==> src/rtl/weight_loader_pkg.sv <==
// Shared types for the weight tile loader.
//   state_t : fill FSM states
//   tag_t   : per-read tag {valid, row, col} carried alongside the memory latency
// Row/col index fields are IDX_W bits, which covers arrays up to 256x256.
package weight_loader_pkg;

  localparam int IDX_W = 8;

  typedef enum logic [2:0] {
    IDLE,
    CHECK,
    ISSUE,
    DRAIN,
    DONE
  } state_t;

  typedef struct packed {
    logic             valid;
    logic [IDX_W-1:0] row;
    logic [IDX_W-1:0] col;
  } tag_t;

endpackage

==> src/rtl/rd_tag_pipe.sv <==
// Read-tag delay line: tags enter on the read strobe cycle and appear at
// tag_out in the cycle the matching mem_data is valid.
//   clk, reset : clock, synchronous active-high reset (clears every stage)
//   tag_in     : tag pushed this cycle
//   tag_out    : tag whose data is on mem_data now
//   empty      : no tag remains in flight beyond the one now at tag_out,
//                i.e. the pipe will be empty after this cycle if nothing is
//                pushed; lets the FSM leave DRAIN on the last capture cycle
module rd_tag_pipe
  import weight_loader_pkg::*;
#(
  parameter int DEPTH = 2
) (
  input  logic clk,
  input  logic reset,
  input  tag_t tag_in,
  output tag_t tag_out,
  output logic empty
);

  tag_t stg [DEPTH];

  always_ff @(posedge clk) begin
    if (reset) begin
      for (int i = 0; i < DEPTH; i++) stg[i] <= '0;
    end else begin
      stg[0] <= tag_in;
      for (int i = 1; i < DEPTH; i++) stg[i] <= stg[i-1];
    end
  end

  assign tag_out = stg[DEPTH-1];

  always_comb begin
    empty = 1'b1;
    for (int i = 0; i < DEPTH - 1; i++)
      if (stg[i].valid) empty = 1'b0;
  end

endmodule

==> src/rtl/weight_tile_loader.sv <==
// Weight tile loader: on start, streams kk*nf words from a synchronous weight
// memory (one read per cycle) and packs them into a zero-padded
// ARRAY_ROWS x ARRAY_COLS tile, element (r,c) at
// weight_out[(r*ARRAY_COLS+c)*DATA_SIZE +: DATA_SIZE].
//   clk, reset                     : clock, synchronous active-high reset
//   start                          : begin a fill (sampled only in IDLE)
//   base_address, weight_size,
//   number_filters, filter_offset  : fill configuration, latched on start
//   mem_addr, mem_rd_en, mem_data  : weight memory port (MEM_LATENCY read)
//   weight_out, weight_valid       : packed tile and its valid flag
//   busy, done, error              : status
module weight_tile_loader
  import weight_loader_pkg::*;
#(
  parameter int DATA_SIZE   = 16,
  parameter int ARRAY_ROWS  = 9,
  parameter int ARRAY_COLS  = 9,
  parameter int ADDR_WIDTH  = 15,
  parameter int DIM_SIZE    = 16,
  parameter int MEM_LATENCY = 2
) (
  input  logic                                     clk,
  input  logic                                     reset,
  input  logic                                     start,
  input  logic [ADDR_WIDTH-1:0]                    base_address,
  input  logic [DIM_SIZE-1:0]                      weight_size,
  input  logic [DIM_SIZE-1:0]                      number_filters,
  input  logic [DIM_SIZE-1:0]                      filter_offset,
  output logic [ADDR_WIDTH-1:0]                    mem_addr,
  output logic                                     mem_rd_en,
  input  logic [DATA_SIZE-1:0]                     mem_data,
  output logic [DATA_SIZE*ARRAY_ROWS*ARRAY_COLS-1:0] weight_out,
  output logic                                     weight_valid,
  output logic                                     busy,
  output logic                                     done,
  output logic                                     error
);

  localparam int TILE_W = DATA_SIZE * ARRAY_ROWS * ARRAY_COLS;
  localparam int LSB_W  = $clog2(TILE_W);
  localparam int KK_W   = 2 * DIM_SIZE;
  localparam int PRD_W  = 3 * DIM_SIZE;
  localparam logic [KK_W-1:0]     ROWS_L = KK_W'(ARRAY_ROWS);
  localparam logic [DIM_SIZE-1:0] COLS_L = DIM_SIZE'(ARRAY_COLS);

  state_t                state, state_n;
  logic [ADDR_WIDTH-1:0] base_r, sa_r, idx;
  logic [DIM_SIZE-1:0]   k_r, nf_r, off_r;
  logic [KK_W-1:0]       kk;
  logic [IDX_W-1:0]      kk_m1, nf_m1, row, col;
  logic                  cfg_bad, accept, last_rd;
  tag_t                  tag_in, tag_out;
  logic                  pipe_empty;
  logic [LSB_W-1:0]      cap_lsb;

  assign kk      = KK_W'(k_r) * KK_W'(k_r);
  assign cfg_bad = (k_r == '0) || (nf_r == '0) || (kk > ROWS_L) || (nf_r > COLS_L);
  assign accept  = (state == IDLE) && start;
  assign last_rd = (row == kk_m1) && (col == nf_m1);

  always_comb begin
    state_n   = state;
    mem_rd_en = 1'b0;
    mem_addr  = '0;
    done      = 1'b0;
    busy      = (state != IDLE);
    case (state)
      IDLE:  if (start) state_n = CHECK;
      CHECK: state_n = cfg_bad ? DONE : ISSUE;
      ISSUE: begin
        mem_rd_en = 1'b1;
        mem_addr  = sa_r + idx;
        if (last_rd) state_n = DRAIN;
      end
      DRAIN: if (pipe_empty) state_n = DONE;
      DONE: begin
        done    = 1'b1;
        state_n = IDLE;
      end
      default: state_n = IDLE;
    endcase
  end

  always_ff @(posedge clk) begin
    if (reset) state <= IDLE;
    else       state <= state_n;
  end

  // Config latch, derived fill geometry, issue counters, status flags.
  always_ff @(posedge clk) begin
    if (reset) begin
      base_r       <= '0;
      k_r          <= '0;
      nf_r         <= '0;
      off_r        <= '0;
      sa_r         <= '0;
      kk_m1        <= '0;
      nf_m1        <= '0;
      idx          <= '0;
      row          <= '0;
      col          <= '0;
      error        <= 1'b0;
      weight_valid <= 1'b0;
    end else begin
      if (accept) begin
        base_r       <= base_address;
        k_r          <= weight_size;
        nf_r         <= number_filters;
        off_r        <= filter_offset;
        error        <= 1'b0;
        weight_valid <= 1'b0;
      end
      if (state == CHECK) begin
        // Start address wraps modulo 2^ADDR_WIDTH.
        sa_r  <= base_r + ADDR_WIDTH'(PRD_W'(off_r) * PRD_W'(kk));
        kk_m1 <= IDX_W'(kk - 1'b1);
        nf_m1 <= IDX_W'(nf_r - 1'b1);
        idx   <= '0;
        row   <= '0;
        col   <= '0;
        if (cfg_bad) error <= 1'b1;
      end
      if (state == ISSUE) begin
        idx <= idx + 1'b1;
        if (row == kk_m1) begin
          row <= '0;
          col <= col + 1'b1;
        end else begin
          row <= row + 1'b1;
        end
      end
      if (state == DRAIN && pipe_empty) weight_valid <= 1'b1;
    end
  end

  assign tag_in = '{valid: (state == ISSUE), row: row, col: col};

  rd_tag_pipe #(.DEPTH(MEM_LATENCY)) u_pipe (
    .clk     (clk),
    .reset   (reset),
    .tag_in  (tag_in),
    .tag_out (tag_out),
    .empty   (pipe_empty)
  );

  assign cap_lsb = LSB_W'((int'(tag_out.row) * ARRAY_COLS + int'(tag_out.col)) * DATA_SIZE);

  // Tile is cleared as the start is accepted, so it reads zero from CHECK on.
  always_ff @(posedge clk) begin
    if (reset || accept)  weight_out <= '0;
    else if (tag_out.valid) weight_out[cap_lsb +: DATA_SIZE] <= mem_data;
  end

endmodule
==> config.mk <==
export PLATFORM = sky130hd
export DESIGN_NAME = weight_tile_loader
export DESIGN_NICKNAME = d
export VERILOG_FILES = /design/src/rtl/weight_loader_pkg.sv /design/src/rtl/rd_tag_pipe.sv /design/src/rtl/weight_tile_loader.sv
export SDC_FILE = /design/constraint.sdc
export NUM_CORES = 2
export LEC_CHECK = 0
export ABC_AREA = 0
export CORE_AREA = 2 2 540 542
export CTS_BUF_LIST = sky130_fd_sc_hd__clkbuf_4
export CTS_CLUSTER_SIZE = 40
export DETAILED_ROUTE_END_ITERATION = 12
export DIE_AREA = 0 0 542 544
export GPL_TIMING_DRIVEN = 1
export PLACE_DENSITY = 0.41
export SLEW_MARGIN = 20
export SYNTH_ARGS = -nofsm -noshare
export SYNTH_HDL_FRONTEND = slang
export SYNTH_SLANG_ARGS = --single-unit
==> constraint.sdc <==
create_clock -name clk -period 14.7 [get_ports clk]
set_clock_uncertainty 0.15 [all_clocks]
set_input_delay 2.205 -clock clk [delete_from_list [all_inputs] [get_ports clk]]
set_output_delay 2.205 -clock clk [all_outputs]
set_load 0.005 [all_outputs]
==> impl_metrics.ini <==
[setup_path]
slowest_delay_ps = 660
path_max_fanout = 11
rr_startpoint = k_r[9]
cp-end-kind = flop
crit_type = flop to flop
slowest_stage = dfxtp_1
worst-endpoint-arrival_ps = 12230
crit_top_cell = fa_1
crit_start = k_r[9]
crit_required_ps = 15750
startpoint_type = flop

[power]
power.leakage_uw = 0.0306
powerDensity_nw_per_um2 = 96.1
vdd_drop_max_mv = 0.0460

[sta]
tns_ps = 0
final.period_utilization_pct = 76.1
finalMaxSlewViolations = 0
fin_worst_hold_slack_ps = 255
worstMarginPinSlew_ps = 1130
slew_headroom_pct = 24.3
period_minus_slack_ps = 11180
fmax_mhz = 89.4
rsz0062_at_grt = no
finalHoldViolCount = 0
finalSetupViolCount = 0

[run]
drv_cap = 0

[clock_network]
cts_made_buffers = 425
cts_hold_buf = 0
cts_resized = 0
cts_tree = done
cts_sinks = 1454
cts_buffer_depth = 4
root_buffer = clkbuf_4
post_cts_buffers = 0
cts-htree-levels = 5
clk_latency_ps = 1310
clkSlewWorstSetupHoldPaths_ps = 60

[route]
vias = 60500
finalWirelength_mm = 346
ant_nets = 0
dr.pass1.iters = 6
routedWlPerCell_um = 26.3
drc = 0
drt_iter0_markers = 4053
via_per_inst = 4.60

[floorplanning]
start_util_pct = 22.4
io_pins = 1398
core_um2 = 289000
die_x_um = 542
die_h_um = 544
dieArea_um2 = 295000
row_count = 198

[synth]
synth_top_family_by_area = simple AND/OR/NAND/NOR gates
ys_ff_latch = 1454
synth_top_flop_cell = dfxtp_1
syn_area_per_cell_um2 = 8.40
synth_compound_area_share_pct = 10.5
synth_edf_count = 0
synth_fp_nets = 8215
synthMuxAreaShare_pct = 5.45
synth_seq_area_share_pct = 45.0
yosys.area_share.simple_pct = 21.0
yosysWarnings = 0
async_reset_ff_share_pct = 0
netlist_area_um2 = 64800
ys_types = 77
synth_xor_area_share_pct = 1.62
synth_fa_ha_area_share_pct = 10.8
netlist_instances = 7712

[run_status]
status = finished, final reports clean

[global_routing]
antenna_found_initial = 40
grt_pass1_wl_mm = 470
first_global_vias = 57700
overflow = 0
grt_start_max_net_pins = 213
track_usage_pct = 22.4

[final_layout]
seqCellArea_um2 = 29100
nets = 9572
multi_input_area_um2 = 32300
drive_gt1_share_pct = 9.49
area_growth_pct = 35.0
num-fill-cells = 31000

[place]
place_hpwl_mm = 248
place.gp.congestion = 0.850
io_buffers = 1396

[min_path]
hold_start = u_pipe.stg[0][1]
hp-class = flop to flop
[sequential cells by signal, indices dropped and copies added (netlist names), 7 cells and up]
name        flops
nf_r           16
row             8
k_r            16
sa_r           15
u_pipe.stg     30
base_r         15
kk_m1           7
nf_m1           8
col             8
weight_out   1296
idx            15
off_r          15
[cell families (layout without fill, tap and decap cells)]
family | Yosys count | after routing
compound gates | 1297 | 1297
xor+xnor | 112 | 112
fa+ha+maj | 421 | 421
buf+inv | 912 | 2536
flops | 1454 | 1454
mux | 352 | 352
other cells | 0 | 16
simple gates | 3164 | 3164
[worst max-delay path, delay by kind of cell, from the launching register on]
kind | cells | cell delay (ps)
mux | 1 | 160
simple gates | 5 | 1370
buf+inv | 6 | 550
xor+xnor | 8 | 1600
compound gates | 1 | 220
flops | 1 | 660
fa+ha+maj | 13 | 6460
[final timing paths]
kind	end	slack, ps	cells after the start
setup / recovery	sa_r[14]	3520	34
setup reg to reg	sa_r[14]	3520	34
hold / removal	u_pipe.stg[0][18]	260	1
hold reg to reg	u_pipe.stg[0][18]	260	1
[report_power, final]
part / total, uW / internal, uW / switching (uW)
sequential: 3980 / 3960 / 23.5
clock: 3810 / 1940 / 1870
combinational: 608 / 167 / 441
total: 8400 / 6070 / 2330
[area by class of cell]
type	count	area share (%)
Timing Repair Buffer	1517	17.1
Antenna cell	16	0.0458
Multi-Input combinational cell	5346	36.9
Sequential cell	1454	33.3
Inverter	325	1.40
Clock buffer	602	5.17
Clock inverter	92	0.644
Tap cell	3800	5.44
[cell usage in the layout (no fill, tap or decap), drive strengths merged, types with 77 or more instances in the layout]
cell	instances
nor2	673
buf	138
nor3	77
o21ai	83
a21oi	1105
fa	234
clkdlybuf4s50	1379
nand2	1691
inv	331
nand3	388
clkbuf	602
mux2i	346
dfxtp	1454
ha	187
and2	120
[cell usage after synthesis, types with 16 or more instances]
library cell | number | area, um^2
buf_1 | 29 | 109
mux2i_1 | 346 | 3460
and2_1 | 119 | 744
a211oi_1 | 21 | 158
nor2_2 | 27 | 169
nand3_1 | 388 | 1940
inv_1 | 325 | 1220
nor3_1 | 74 | 370
o21ai_0 | 83 | 415
dfxtp_1 | 1454 | 29100
ha_1 | 187 | 2340
buf_2 | 47 | 235
or3_1 | 36 | 225
a21o_1 | 16 | 120
nor4_1 | 16 | 100
nor2b_1 | 53 | 332
clkbuf_1 | 489 | 1840
nor2_1 | 634 | 2380
xnor2_1 | 68 | 596
a21oi_1 | 1104 | 5530
nand4_1 | 32 | 200
nand2b_1 | 18 | 113
nand2_1 | 1690 | 6340
xor2_1 | 38 | 333
fa_1 | 234 | 4680
and3_1 | 20 | 125
[metrics by stage]
stage	instances	cell area, um^2	util, %	total power (uW)	worst slack (ps)
after floorplan	7712	64800	-	4420	4360
after global placement	12400	82200	28.4	4680	3350
after detailed placement	12400	82200	28.4	4680	3360
after CTS	13100	87300	30.2	8560	3410
after global routing	13100	87400	30.2	8810	2900
final	13200	87400	30.2	8400	3520
[routing by layer]
layer | up-vias | routed length (um) | track usage, %
met3 | 551 | 26500 | 6.64
met5 | - | 253 | 0
li1 | 28200 | - | -
met1 | 29600 | 137000 | 26.0
met2 | 2122 | 168000 | 38.6
met4 | 40 | 13700 | 8.35
(Power assumes the default switching activity.)
